File: config.mk
export PLATFORM = sky130hd
export DESIGN_NAME = serial_add_ctrl
export DESIGN_NICKNAME = d
export VERILOG_FILES = /design/src/rtl/serial_add_ctrl.sv
export SDC_FILE = /design/constraint.sdc
export NUM_CORES = 1
export LEC_CHECK = 0
export CAP_MARGIN = 20
export CELL_PAD_IN_SITES_DETAIL_PLACEMENT = 1
export CELL_PAD_IN_SITES_GLOBAL_PLACEMENT = 2
export CORE_MARGIN = 4
export CORE_UTILIZATION = 36
export CTS_CLUSTER_SIZE = 40
export DETAILED_ROUTE_END_ITERATION = 12
export PLACE_DENSITY_LB_ADDON = 0.1
export SLEW_MARGIN = 20
export SYNTH_ARGS = -nofsm -noshare
export SYNTH_HDL_FRONTEND = slang
export SYNTH_HIERARCHICAL = 1
export SYNTH_SLANG_ARGS = --single-unit
File: constraint.sdc
create_clock -name clk -period 13 [get_ports clk]
set_clock_uncertainty 0.2 [all_clocks]
set_input_delay 2.6 -clock clk [delete_from_list [all_inputs] [get_ports clk]]
set_output_delay 2.6 -clock clk [all_outputs]
set_load 0.05 [all_outputs]
File: src/rtl/serial_add_ctrl.sv
// Bit-serial add/subtract sequencer: one full-adder cell processes the operands LSB first,
// one bit per clock, and publishes SUM/Cout/OVF together with a one-cycle done pulse.

module full_adder (
    input  logic a,
    input  logic b,
    input  logic ci,
    output logic s,
    output logic co
);
    assign s  = a ^ b ^ ci;
    assign co = (a & b) | (ci & (a ^ b));
endmodule

module serial_add_ctrl #(
    parameter int unsigned WIDTH = 32
) (
    input  logic             clk,
    input  logic             reset,
    input  logic             start,
    input  logic             SUB,
    input  logic [WIDTH-1:0] A,
    input  logic [WIDTH-1:0] B,
    input  logic             Cin,
    output logic             busy,
    output logic             done,
    output logic [WIDTH-1:0] SUM,
    output logic             Cout,
    output logic             OVF
);
    localparam int unsigned CW = $clog2(WIDTH) + 1;
    localparam logic [CW-1:0] LAST = CW'(WIDTH - 1);

    typedef enum logic [1:0] {
        IDLE = 2'd0,
        RUN  = 2'd1,
        DONE = 2'd2
    } state_t;

    state_t           state, state_nxt;
    logic [WIDTH-1:0] opa, opb, res_sr;
    logic [CW-1:0]    cnt;
    logic             carry;
    logic             load, step, last;
    logic             fa_s, fa_co;

    full_adder u_fa (
        .a  (opa[0]),
        .b  (opb[0]),
        .ci (carry),
        .s  (fa_s),
        .co (fa_co)
    );

    always_ff @(posedge clk or posedge reset) begin
        if (reset) state <= IDLE;
        else       state <= state_nxt;
    end

    // Next state plus datapath strobes; start is only honoured in IDLE or DONE.
    always_comb begin
        state_nxt = state;
        load      = 1'b0;
        step      = 1'b0;
        last      = 1'b0;
        case (state)
            IDLE: begin
                if (start) begin
                    load      = 1'b1;
                    state_nxt = RUN;
                end
            end
            RUN: begin
                step = 1'b1;
                if (cnt == LAST) begin
                    last      = 1'b1;
                    state_nxt = DONE;
                end
            end
            DONE: begin
                if (start) begin
                    load      = 1'b1;
                    state_nxt = RUN;
                end else begin
                    state_nxt = IDLE;
                end
            end
            default: state_nxt = IDLE;
        endcase
    end

    // Subtract is A + ~B + ~Cin, so Cout=1 means no borrow.
    always_ff @(posedge clk or posedge reset) begin
        if (reset) begin
            opa    <= '0;
            opb    <= '0;
            res_sr <= '0;
            cnt    <= '0;
            carry  <= 1'b0;
            busy   <= 1'b0;
            done   <= 1'b0;
            SUM    <= '0;
            Cout   <= 1'b0;
            OVF    <= 1'b0;
        end else begin
            done <= last;
            if (load) begin
                opa   <= A;
                opb   <= SUB ? ~B : B;
                carry <= SUB ^ Cin;
                cnt   <= '0;
                busy  <= 1'b1;
            end else if (step) begin
                opa    <= opa >> 1;
                opb    <= opb >> 1;
                res_sr <= {fa_s, res_sr[WIDTH-1:1]};
                carry  <= fa_co;
                cnt    <= cnt + CW'(1);
                if (last) begin
                    // carry still holds the carry into the MSB here
                    SUM  <= {fa_s, res_sr[WIDTH-1:1]};
                    Cout <= fa_co;
                    OVF  <= carry ^ fa_co;
                    busy <= 1'b0;
                end
            end
        end
    end
endmodule

# ---- Word level (Yosys, flattened, before mapping)
# Index checks and enable logic that the tools add are counted.
dict set report word_totals {
  ff_bits 141
  word_cells 55
}
dict set report op_classes {
  addsub 1
  n_eq_ne 5
  mux 21
  bitwise_logic 9
  reduce_logical 8
}
# operator n
set ops {}
lappend ops {{$mux 32} 5}
lappend ops {{$not 32->32} 1}
lappend ops {{$mux 6} 2}
lappend ops {{$mux 1} 11}
lappend ops {{$add 6x1->6 const B} 1}
lappend ops {{$eq 6x5->1 const B} 1}
lappend ops {{$pmux 2 s3} 1}
lappend ops {{$reduce_and 2->1} 3}
lappend ops {{$mux 2} 2}
lappend ops {{$ne 2x2->1 const B} 2}
lappend ops {{$reduce_bool 2->1} 2}
lappend ops {{$xor 1x1->1} 4}
lappend ops {{$reduce_and 3->1} 1}
lappend ops {{$and 1x1->1} 2}
lappend ops {{$eq 2x1->1 const B} 1}
lappend ops {{$eq 2x2->1 const B} 1}
lappend ops {{$logic_not 2->1} 1}
lappend ops {{$reduce_or 2->1} 1}
lappend ops {{$not 1->1} 1}
lappend ops {{$or 1x1->1} 1}

# ---- Longest topological paths before layout
dict set report depth {
  word_depth 6
  mapped_depth 6
}

# ---- By module
# Netlist, hierarchy kept.
# mod n_inst cells_per_inst area_per_inst_um2
set by_module_without_submodules {}
lappend by_module_without_submodules {serial_add_ctrl 1 597 6012.0}
lappend by_module_without_submodules {full_adder 1 1 20.0}

# ---- Worst setup path before layout
# OpenSTA, ideal clock, no wires.
dict set report synth_timing {
  path_kind {input port to flip-flop}
  from {in SUB}
  to {reg opb[10]}
  t_arrival_ps 3420
  slack_ps 9298
  path_stages 5
  path_cell_list {clkbuf_1 > buf_2 > xor2_1 > nor2_1 > a31oi_1}
}
dict set report synth_via {
  elab_chain_len 2
}
# element line
set synth_rtl {}
lappend synth_rtl {{start, declared} 21} ;# input logic SUB,
lappend synth_rtl {{$mux 32} 109} ;# opb <= SUB ? ~B : B;
lappend synth_rtl {{$mux 32} 107} ;# if (load) begin
lappend synth_rtl {{end signal, assigned} 109}
lappend synth_rtl {{end signal, assigned} 115} ;# opb <= opb >> 1;
lappend synth_rtl {{end, declared} 41} ;# logic [WIDTH-1:0] opa, opb, res_sr;
# Every way passes these cells.
# A chain may end at the register's enable or synchronous reset.

# ---- Worst setup path after layout
dict set report layout_timing {
  from {reg SUM[19]}
  to {out SUM[19]}
}
# element line
set layout_rtl {}
lappend layout_rtl {{start, declared} 27} ;# output logic [WIDTH-1:0] SUM,
lappend layout_rtl {{start signal, assigned} 121} ;# SUM <= {fa_s, res_sr[WIDTH-1:1]};
# No word-level cell between the ends.

==> out/metrics.csv <==
metric,value,unit
post-place-ws,8.31,ns
holdPathStages,2,
grt_setup_unrepaired,false,
post_cts_resized,0,
dieArea,0.0189,sq mm
grt_max_degree,101,
slew_violations,0,
power.density,243,mW/mm^2
hold_viol_final,0,
synth_top_area_share,58.1,%
ir_worst_vdd,0.000124,V
r2r-end,opb[31],
tritoncts,built,
grt_overflow,0,
finalNonFillerCells,915,
grt_usage,16.1,%
viasPerCell,4.97,
ys_seq_area_share,58.1,%
clk_latency,0.42,ns
ys_ff_latch,140,
port_buffers,104,
synthesis.nets,669,
ys_top_cells_by_area,"dfrtp_1 (58%), nand2_1 (11%), mux2_2 (6.0%)",
drtPass1Iterations,6,
crit_path_end_kind,primary output,
slew_headroom,31.0,%
r2r-start,state[0],
holdBufCountCts,0,
yosys.area.top_type,dfrtp_1,
ys_warn_count,6,
drtIter0Drc,233,
required,10.20,ns
setup_viol,0,
hp-start,res_sr[1],
reg2reg_setup_slack,10.22,ns
antenna_found_initial,0,
crit_arrival,1.61,ns
hold_path_end,res_sr[1],
place_hpwl,8.59,mm
vias,4547,
critPathKind,reg2out,
die-height,137,um
p_leak,3.61,nW
crit_chain,clkdlybuf4s50_1,
cts_htree_levels,4,
io_pins,105,
syn_area,0.00603,sq mm
postPlaceCellArea,0.00720,sq mm
synth_ff_type,dfrtp_1,
drc,0,
root_buffer,clkbuf_16,
worst_setup_path_start_kind,flip-flop,
grt_pass1_vias,4797,
post_cts_buffers,0,
drv_cap,0,
fin_tns_setup,0,ns
antenna_cells,0,
synth_edf_count,0,
setup_ws,8.59,ns
core,0.0165,sq mm
routed_wl,14.3,mm
ys_async_sr_fraction,100,%
nets,753,
start_util,36.5,%
final_cell_area,0.00787,sq mm
grt_pass1_wl,24.1,mm
drive_gt1_share,11.1,%
synthCells,598,
critical_path.top_delay_family,buffers and inverters,
globalplace.congestion,0.697,
syn-mean-instance-area,10.1,sq um
ant_nets,0,
path_buf_inv,1,
ys_types,32,
area_growth,30.5,%
place_inst,882,
numCtsBuffers,17,
tightest_slew,1.04,ns
cts.sinks,140,
n_fill_cell,1804,
die_w,137,um
status,"finished, final reports clean",
rows,47,
final_core_util,47.6,%
max_freq,227,MHz
critPathSlowestCell,clkdlybuf4s50_1,
path_clk_slew,0.06,ns
min_period,4.41,ns
hp-class,reg2reg,
worst_r2r_path_depth,4,
max_stage_delay,0.82,ns
cts_max_path_buffers,2,
worstPathMaxFanout,2,
drt-wirelength-per-cell,15.6,um
fin_crit_sh,34.0,%
==> routing by layer <==
layer / track usage (%) / share of wire [%] / up-vias
met3: 3.76 / 3.8 / 16
li1: - / - / 2173
met2: 24.7 / 47 / 90
met4: 5.32 / 1.3 / 0
met5: 0 / 0 / -
met1: 22.6 / 48 / 2268
==> worst max-delay path by stage <==
stage,startpoint,to,slack (ns),cells after the start
2_1_floorplan,reset,Cout,6.45,1
3_3_place_gp,reset,SUM[14],8.33,3
3_5_place_dp,reset,SUM[24],8.31,3
4_1_cts,SUM[19],SUM[19],8.55,1
5_1_grt,SUM[19],SUM[19],8.54,1
6_report,SUM[19],SUM[19],8.59,1
==> power by group <==
part	leakage [nW]	internal, W	total (W)	switching [W]
Combinational	1.54	0.000254	0.000649	0.000395
Clock	0.298	0.000332	0.000521	0.000189
Sequential	1.78	0.000623	0.000742	0.000119
Total	3.61	0.00121	0.00191	0.000703
==> layout by cell type, fill, tap and decap left out, types with 2 or more instances in the layout <==
master,netlist,layout
a22o_1,3,3
a22oi_1,21,21
a31oi_1,32,32
buf_4,0,4
bufinv_16,0,4
clkbuf_16,0,17
clkbuf_8,0,2
clkdlybuf4s50_1,0,103
clkinv_4,0,2
clkinvlp_4,0,5
dfrtp_1,140,140
inv_6,0,2
mux2_1,2,2
mux2_2,32,32
nand2_1,181,181
nand2b_4,0,2
nand3_1,22,22
nor2_1,45,45
nor3_1,11,11
o21ai_0,2,2
o22ai_1,10,10
xor2_1,35,35
==> kinds of logic (layout without fill, tap and decap cells) <==
group / count (synthesis) / after routing / synth area share (%)
simple gates: 267 / 267 / 18.0
compound gates: 72 / 72 / 8.11
fa+ha+maj: 2 / 2 / 0.539
buf+inv: 46 / 143 / 3.48
xor+xnor: 36 / 36 / 5.23
mux: 35 / 35 / 6.51
flops: 140 / 140 / 58.1
==> area by class of cell <==
| type | instances | area (sq um) | area share, % |
|---|---|---|---|
| clock buffers | 19 | 453 | 5.76 |
| clock inverters | 13 | 189 | 2.40 |
| inverters | 2 | 12.5 | 0.159 |
| multi-input cells | 412 | 2340 | 29.8 |
| flip-flops and latches | 140 | 3500 | 44.5 |
| well taps | 220 | 275 | 3.50 |
| repair buffers | 109 | 1090 | 13.9 |
==> Yosys cell counts, drive strengths merged, types with 3 or more instances <==
library cell,number
a22o,3
a22oi,21
a31oi,32
buf,17
clkbuf,27
dfrtp,140
mux2,34
nand2,181
nand3,22
nor2,45
nor3,12
o22ai,10
xor2,35
==> sequential cells by signal (all words and copies together) (netlist names) <==
signal,count
Cout,1
OVF,1
SUM,32
busy,1
carry,1
cnt,6
done,1
opa,32
opb,32
res_sr,31
state,2
==> metrics by stage <==
stage	power [W]	hold slack, ns
CTS	0.00193	0.276
global route	0.00205	0.316
global placement	0.00137	0.256
finish	0.00191	0.285
detailed placement	0.00140	0.260
floorplan	0.00119	0.240
Power figures use the tool's default switching activity.
